File: config.mk
export PLATFORM = sky130hd
export DESIGN_NAME = ps2_host_tx
export DESIGN_NICKNAME = d
export VERILOG_FILES = /design/src/rtl/ps2_pkg.sv /design/src/rtl/ps2_line_sync.sv /design/src/rtl/ps2_host_tx.sv
export SDC_FILE = /design/constraint.sdc
export NUM_CORES = 1
export LEC_CHECK = 0
export ABC_AREA = 1
export CAP_MARGIN = 20
export CORE_ASPECT_RATIO = 0.5
export CORE_MARGIN = 2
export CORE_UTILIZATION = 47
export CTS_CLUSTER_DIAMETER = 40
export CTS_CLUSTER_SIZE = 25
export DETAILED_ROUTE_END_ITERATION = 10
export HOLD_SLACK_MARGIN = 0.1
export PLACE_DENSITY = 0.66
export SYNTH_ARGS = -nofsm -noshare
export SYNTH_HDL_FRONTEND = slang
export SYNTH_SLANG_ARGS = --single-unit
File: constraint.sdc
create_clock -name clk -period 2.3 [get_ports clk]
set_input_delay 0.46 -clock clk [delete_from_list [all_inputs] [get_ports clk]]
set_output_delay 0.46 -clock clk [all_outputs]
set_load 0.005 [all_outputs]
File: src/rtl/ps2_pkg.sv
// Shared PS/2 definitions: FSM states, keyboard command bytes and default timing.
// Used by the host transmitter and the keyboard receiver.
package ps2_pkg;

    typedef enum logic [2:0] {
        IDLE      = 3'd0,
        INHIBIT   = 3'd1,
        REQ       = 3'd2,
        DATA      = 3'd3,
        PARITY    = 3'd4,
        STOP      = 3'd5,
        WAIT_IDLE = 3'd6
    } ps2_state_e;

    localparam logic [7:0] CMD_SET_LED = 8'hED;
    localparam logic [7:0] CMD_RESET   = 8'hFF;
    localparam logic [7:0] CMD_ENABLE  = 8'hF4;
    localparam logic [7:0] RSP_ACK     = 8'hFA;

    localparam int DEF_INHIBIT_CYCLES = 15000;
    localparam int DEF_START_TIMEOUT  = 1500000;
    localparam int DEF_XFER_TIMEOUT   = 200000;
    localparam int DEF_FILTER_LEN     = 8;
    localparam int TMO_W              = 21;

    // PS/2 frames carry odd parity: the parity bit makes the count of ones odd.
    function automatic logic odd_parity(input logic [7:0] data);
        return ~^data;
    endfunction

endpackage

File: src/rtl/ps2_line_sync.sv
// PS/2 pin conditioning: 2-flop synchronizers on both pins, a glitch filter on
// kclk and a one-cycle strobe on each accepted kclk falling edge.
module ps2_line_sync #(
    parameter int FILTER_LEN = 8
) (
    input  logic clk,
    input  logic rst,
    input  logic i_kclk,
    input  logic i_kdata,
    output logic o_kclk,
    output logic o_kdata,
    output logic o_fall
);

    localparam int CNT_W = (FILTER_LEN < 2) ? 1 : $clog2(FILTER_LEN + 1);
    localparam logic [CNT_W-1:0] CNT_LAST = CNT_W'(FILTER_LEN - 1);

    logic [1:0]       r_kclk_sync;
    logic [1:0]       r_kdata_sync;
    logic [CNT_W-1:0] r_cnt;
    logic             r_kclk_f;
    logic             r_kclk_f_d;
    logic             r_fall;

    // Two-stage synchronizers; idle bus level is high on both pins.
    always_ff @(posedge clk or posedge rst) begin
        if (rst) begin
            r_kclk_sync  <= 2'b11;
            r_kdata_sync <= 2'b11;
        end else begin
            r_kclk_sync  <= {r_kclk_sync[0], i_kclk};
            r_kdata_sync <= {r_kdata_sync[0], i_kdata};
        end
    end

    // Accept a kclk level only after FILTER_LEN consecutive disagreeing samples.
    always_ff @(posedge clk or posedge rst) begin
        if (rst) begin
            r_cnt      <= CNT_W'(0);
            r_kclk_f   <= 1'b1;
            r_kclk_f_d <= 1'b1;
            r_fall     <= 1'b0;
        end else begin
            r_kclk_f_d <= r_kclk_f;
            r_fall     <= r_kclk_f_d & ~r_kclk_f;
            if (r_kclk_sync[1] != r_kclk_f) begin
                if (r_cnt == CNT_LAST) begin
                    r_kclk_f <= r_kclk_sync[1];
                    r_cnt    <= CNT_W'(0);
                end else begin
                    r_cnt <= r_cnt + CNT_W'(1);
                end
            end else begin
                r_cnt <= CNT_W'(0);
            end
        end
    end

    assign o_kclk  = r_kclk_f;
    assign o_kdata = r_kdata_sync[1];
    assign o_fall  = r_fall;

endmodule

File: src/rtl/ps2_host_tx.sv
// PS/2 host-to-device command transmitter: request-to-send, LSB-first data,
// odd parity, stop bit and device acknowledge, with open-drain pin enables.
module ps2_host_tx
    import ps2_pkg::*;
#(
    parameter int INHIBIT_CYCLES = DEF_INHIBIT_CYCLES,
    parameter int START_TIMEOUT  = DEF_START_TIMEOUT,
    parameter int XFER_TIMEOUT   = DEF_XFER_TIMEOUT,
    parameter int FILTER_LEN     = DEF_FILTER_LEN
) (
    input  logic       clk,
    input  logic       rst,
    input  logic       kclk_in,
    input  logic       kdata_in,
    output logic       kclk_oe,
    output logic       kdata_oe,
    input  logic [7:0] tx_data,
    input  logic       tx_valid,
    output logic       tx_ready,
    output logic       tx_done,
    output logic       tx_err,
    output logic       busy
);

    localparam logic [TMO_W-1:0] INH_LAST   = TMO_W'(INHIBIT_CYCLES - 1);
    localparam logic [TMO_W-1:0] START_LAST = TMO_W'(START_TIMEOUT - 1);
    localparam logic [TMO_W-1:0] XFER_LAST  = TMO_W'(XFER_TIMEOUT - 1);

    logic w_kclk_s;
    logic w_kdata_s;
    logic w_fall;
    logic w_xfer_exp;

    ps2_state_e       r_state;
    logic [7:0]       r_data;
    logic             r_parity;
    logic [2:0]       r_bit_idx;
    logic [TMO_W-1:0] r_tmo_cnt;
    logic [TMO_W-1:0] r_xfer_cnt;
    logic             r_kclk_oe;
    logic             r_kdata_oe;
    logic             r_tx_done;
    logic             r_tx_err;
    logic             r_busy;
    logic             r_tx_ready;

    ps2_line_sync #(
        .FILTER_LEN (FILTER_LEN)
    ) u_line_sync (
        .clk     (clk),
        .rst     (rst),
        .i_kclk  (kclk_in),
        .i_kdata (kdata_in),
        .o_kclk  (w_kclk_s),
        .o_kdata (w_kdata_s),
        .o_fall  (w_fall)
    );

    assign w_xfer_exp = (r_xfer_cnt == XFER_LAST);

    // Transfer FSM; every error path releases both lines and returns to IDLE.
    always_ff @(posedge clk or posedge rst) begin
        if (rst) begin
            r_state    <= IDLE;
            r_data     <= 8'h00;
            r_parity   <= 1'b0;
            r_bit_idx  <= 3'd0;
            r_tmo_cnt  <= TMO_W'(0);
            r_xfer_cnt <= TMO_W'(0);
            r_kclk_oe  <= 1'b0;
            r_kdata_oe <= 1'b0;
            r_tx_done  <= 1'b0;
            r_tx_err   <= 1'b0;
            r_busy     <= 1'b0;
            r_tx_ready <= 1'b1;
        end else begin
            r_tx_done <= 1'b0;
            r_tx_err  <= 1'b0;
            case (r_state)
                IDLE: begin
                    r_tmo_cnt  <= TMO_W'(0);
                    r_xfer_cnt <= TMO_W'(0);
                    r_kdata_oe <= 1'b0;
                    if (tx_valid && r_tx_ready) begin
                        r_data     <= tx_data;
                        r_parity   <= odd_parity(tx_data);
                        r_kclk_oe  <= 1'b1;
                        r_busy     <= 1'b1;
                        r_tx_ready <= 1'b0;
                        r_state    <= INHIBIT;
                    end else begin
                        r_kclk_oe  <= 1'b0;
                        r_busy     <= 1'b0;
                        r_tx_ready <= 1'b1;
                    end
                end
                INHIBIT: begin
                    if (r_tmo_cnt == INH_LAST) begin
                        r_kclk_oe  <= 1'b0;
                        r_kdata_oe <= 1'b1;
                        r_tmo_cnt  <= TMO_W'(0);
                        r_state    <= REQ;
                    end else begin
                        r_tmo_cnt <= r_tmo_cnt + TMO_W'(1);
                    end
                end
                REQ: begin
                    if (w_fall) begin
                        r_kdata_oe <= ~r_data[0];
                        r_bit_idx  <= 3'd1;
                        r_tmo_cnt  <= TMO_W'(0);
                        r_xfer_cnt <= TMO_W'(0);
                        r_state    <= DATA;
                    end else if (r_tmo_cnt == START_LAST) begin
                        r_kclk_oe  <= 1'b0;
                        r_kdata_oe <= 1'b0;
                        r_tx_err   <= 1'b1;
                        r_busy     <= 1'b0;
                        r_tx_ready <= 1'b1;
                        r_state    <= IDLE;
                    end else begin
                        r_tmo_cnt <= r_tmo_cnt + TMO_W'(1);
                    end
                end
                DATA: begin
                    if (w_xfer_exp) begin
                        r_kclk_oe  <= 1'b0;
                        r_kdata_oe <= 1'b0;
                        r_tx_err   <= 1'b1;
                        r_busy     <= 1'b0;
                        r_tx_ready <= 1'b1;
                        r_state    <= IDLE;
                    end else begin
                        r_xfer_cnt <= r_xfer_cnt + TMO_W'(1);
                        // Bit index wraps to 0 once bit7 is on the wire.
                        if (w_fall) begin
                            if (r_bit_idx == 3'd0) begin
                                r_kdata_oe <= ~r_parity;
                                r_state    <= PARITY;
                            end else begin
                                r_kdata_oe <= ~r_data[r_bit_idx];
                                r_bit_idx  <= r_bit_idx + 3'd1;
                            end
                        end else begin
                            r_kdata_oe <= r_kdata_oe;
                        end
                    end
                end
                PARITY: begin
                    if (w_xfer_exp) begin
                        r_kclk_oe  <= 1'b0;
                        r_kdata_oe <= 1'b0;
                        r_tx_err   <= 1'b1;
                        r_busy     <= 1'b0;
                        r_tx_ready <= 1'b1;
                        r_state    <= IDLE;
                    end else begin
                        r_xfer_cnt <= r_xfer_cnt + TMO_W'(1);
                        if (w_fall) begin
                            r_kdata_oe <= 1'b0;
                            r_state    <= STOP;
                        end else begin
                            r_kdata_oe <= r_kdata_oe;
                        end
                    end
                end
                STOP: begin
                    if (w_xfer_exp || (w_fall && w_kdata_s)) begin
                        r_kclk_oe  <= 1'b0;
                        r_kdata_oe <= 1'b0;
                        r_tx_err   <= 1'b1;
                        r_busy     <= 1'b0;
                        r_tx_ready <= 1'b1;
                        r_state    <= IDLE;
                    end else begin
                        r_xfer_cnt <= r_xfer_cnt + TMO_W'(1);
                        if (w_fall) begin
                            r_state <= WAIT_IDLE;
                        end else begin
                            r_state <= STOP;
                        end
                    end
                end
                WAIT_IDLE: begin
                    if (w_xfer_exp) begin
                        r_kclk_oe  <= 1'b0;
                        r_kdata_oe <= 1'b0;
                        r_tx_err   <= 1'b1;
                        r_busy     <= 1'b0;
                        r_tx_ready <= 1'b1;
                        r_state    <= IDLE;
                    end else if (w_kclk_s && w_kdata_s) begin
                        r_tx_done  <= 1'b1;
                        r_busy     <= 1'b0;
                        r_tx_ready <= 1'b1;
                        r_state    <= IDLE;
                    end else begin
                        r_xfer_cnt <= r_xfer_cnt + TMO_W'(1);
                    end
                end
                default: begin
                    r_kclk_oe  <= 1'b0;
                    r_kdata_oe <= 1'b0;
                    r_busy     <= 1'b0;
                    r_tx_ready <= 1'b1;
                    r_state    <= IDLE;
                end
            endcase
        end
    end

    assign kclk_oe  = r_kclk_oe;
    assign kdata_oe = r_kdata_oe;
    assign tx_ready = r_tx_ready;
    assign tx_done  = r_tx_done;
    assign tx_err   = r_tx_err;
    assign busy     = r_busy;

endmodule

==> out/qor.csv <==
metric,value,unit
clock-sinks,74,
cts_buffers,9,
synth.most_common_cell,nand2_1,
vdd_drop_max,0.000510,V
setup_viol,0,
max_freq,494,MHz
yosysUniqueCellTypes,40,
wl_per_cell,13.6,um
drv_slew,0,
drc,0,
total_leakage_power,2.59,nW
syn2layout_area_growth,13.6,%
cts_resized,0,
crit_top_cell,nand2_1,
synth_top_area_frac,0.327,
antenna_found_initial,0,
synth_flop_cell,dfrtp_1,
final_nets,757,
synth_xor_area_frac,0.0359,
synth_simple_gate_area_share,0.415,
r2r_slack,0.27,ns
cts_buffer_depth,2,
grt_max_degree,75,
num-fill-cells,1013,
hpwl,8.75,mm
synth_top_family_by_area,simple AND/OR/NAND/NOR gates,
fin_area,0.00583,mm2
timing.rr.end,r_xfer_cnt[3],
synthCells,718,
initial_core_util,0.493,
synth_mux_area_frac,0.00878,
grt_pass1_vias,4247,
drv_cap,0,
wirelength,12.0,mm
yosys-top-cells-area,"dfrtp_1 (33%), nand2_1 (14%), nand3_1 (7.7%)",
seqCellArea,0.00186,mm2
async_reset_ff_frac,1.00,
clk_latency,0.34,ns
crit_type,flop to flop,
busiest_layer,met2,
finClkSkew,0.00738,ns
hold_path_class,flop to flop,
met2_usage,0.365,
dr.pass1.iters,4,
status,"complete, no violations",
setup_tns,0,ns
num_antenna_cells,0,
multi_input_comb_area,0.00286,mm2
overflow,0,
die_h,77.9,um
netlist_area,0.00513,mm2
min_from,u_line_sync.r_kclk_sync[0],
cpPeakStageDelay,0.43,ns
avgViaCountPerCell,5.14,
drt_iter0_markers,214,
worst_pin_slew,0.575,ns
cts_tree,done,
htreeDepth,3,
grt_pass1_wl,20.5,mm
path_buf_inv,1,
grt_use_total,0.221,
cts_setup_buffers,0,
place_congestion,0.949,
synth_fa_ha_area_frac,0.0122,
whs_path_depth,0,
max_slew_margin,0.616,
cp_cell_sequence,ha_1 > nand3_2 > nor2_4 > nand3_4 > nand2_1 > nand2_2 > nand3b_4 > buf_12 > nand2_1 > o21ai_2,
clk_pin_slew_worst_paths,0.06,ns
crit_path_end_kind,flop,
cpMaxStageDelayCell,dfrtp_1,
hold_buffers,0,
place_area,0.00548,mm2
cp_data_required_time,2.58,ns
clk_root_buffer_cell,clkbuf_16,
synth_area_per_cell,7.14,um2
timing.final.crit_share,0.881,
io-pin-count,19,
worst_setup_path_start_kind,flop,
rows,26,
hold_end,u_line_sync.r_kclk_sync[1],
dr_total_vias,4544,
drive_gt1_frac,0.179,
syn-num-nets,736,
synth_edf_count,0,
rsz0062_at_grt,no,
cp.arrival,2.30,ns
fin_crit,2.03,ns
synth_compound_area_frac,0.0863,
crit_family,simple AND/OR/NAND/NOR gates,
r2r_cells,10,
met3_usage,0.0512,
grt_use_met1,0.295,
antenna_left,0,
synth_largest_area_cell,dfrtp_1,
fp.dieW,152,um
io_buffer_count,18,
cp_max_fo,17,
dp_slack,0.293,ns
power.density,916,mW/mm2
yosysSeqAreaShare,0.363,
hold_viol_final,0,
yosys-top-cells-count,"nand2_1 (193), nor2_1 (100), nand3_1 (79)",
setup_ws,0.274,ns
coreArea,0.0104,mm2
yosysWarnings,0,
die-area,0.0118,mm2
synth-seq-cells,74,
reg2reg_from,r_xfer_cnt[0],
-- flip-flops by register name, indices dropped and copies added, names as in the netlist, 2 cells and up --
signal                    flops
r_bit_idx                     3
u_line_sync.r_cnt             4
r_xfer_cnt                   21
u_line_sync.r_kclk_sync       2
r_state                       3
r_data                        8
u_line_sync.r_kdata_sync      2
r_tmo_cnt                    21
-- layer usage --
layer	vias up	share of wire	routed length (um)
li1	2355	-	-
met1	2083	0.48	5720
met2	93	0.47	5620
met3	13	0.044	525
met4	0	0.011	131
met5	-	0	0
-- final cells by class --
class | instances | area share
sequential | 74 | 0.319
inverter | 71 | 0.0466
clock inverter | 7 | 0.0215
multi-input combinational | 553 | 0.491
timing repair buffer | 30 | 0.0528
tap | 140 | 0.0301
clock buffer | 9 | 0.0387
-- cell usage in the layout, fill, tap and decap left out, drive strengths merged --
| cell | synthesis | layout |
|---|---|---|
| clkbuf | 5 | 9 |
| o21bai | 1 | 1 |
| clkdlybuf4s50 | 0 | 18 |
| nor3 | 11 | 11 |
| xor2 | 11 | 11 |
| mux2 | 4 | 4 |
| buf | 15 | 12 |
| dfstp | 7 | 7 |
| dfrtp | 67 | 67 |
| nand2 | 220 | 220 |
| nand3 | 86 | 86 |
| o211ai | 8 | 8 |
| ha | 5 | 5 |
| clkinvlp | 0 | 1 |
| or2 | 15 | 15 |
| nor2 | 107 | 107 |
| nand3b | 5 | 5 |
| a31oi | 1 | 1 |
| inv | 69 | 70 |
| clkinv | 2 | 4 |
| a21oi | 10 | 10 |
| o31ai | 1 | 1 |
| bufinv | 0 | 3 |
| nand4 | 16 | 16 |
| xnor2 | 10 | 10 |
| o21ai | 42 | 42 |
-- where the power goes --
| part | switching [mW] | internal, mW | leakage [nW] |
|---|---|---|---|
| registers | 0.221 | 1.53 | 0.973 |
| clock network | 0.593 | 1.07 | 0.171 |
| logic | 1.25 | 0.670 | 1.45 |
-- cell families (layout without fill, tap and decap cells) --
group / after synthesis / count (layout)
DFF: 74 / 74
and+or+nand+nor: 460 / 460
AOI/OAI and AO/OA: 63 / 63
adders and majority gates: 5 / 5
muxes: 4 / 4
xor gates and xnor gates: 21 / 21
buffers and inverters: 91 / 117
-- worst register-to-register path, stage by stage (launching register included) --
cell and delay [ns]:
dfrtp_1 0.43, ha_1 0.29, nand3_2 0.17, nor2_4 0.16, nand3_4 0.17, nand2_1 0.14, nand2_2 0.07, nand3b_4 0.19
buf_12 0.20, nand2_1 0.08, o21ai_2 0.05
-- stage by stage --
stage / total power [mW] / utilization / hold slack, ns / instances
2_1_floorplan: 3.24 / - / 0.345 / 718
3_3_place_gp: 3.68 / 0.526 / 0.346 / 868
3_5_place_dp: 3.72 / 0.526 / 0.348 / 868
4_1_cts: 5.40 / 0.560 / 0.356 / 884
5_1_grt: 5.70 / 0.560 / 0.363 / 884
6_report: 5.34 / 0.560 / 0.356 / 884
-- worst max path at each step --
| stage | startpoint | end | slack (ns) | cells past startpoint |
|---|---|---|---|---|
| final | r_xfer_cnt[0] | r_xfer_cnt[3] | 0.27 | 10 |
| after global routing | r_xfer_cnt[0] | r_xfer_cnt[19] | 0.10 | 10 |
| after CTS | r_xfer_cnt[0] | r_xfer_cnt[3] | 0.27 | 10 |
| after detailed placement | r_xfer_cnt[0] | r_xfer_cnt[19] | 0.29 | 10 |
| after global placement | r_xfer_cnt[0] | r_xfer_cnt[3] | 0.33 | 10 |
| after floorplan | r_xfer_cnt[0] | busy | 0.58 | 11 |
Note: power is estimated with default switching activity, not from simulation.
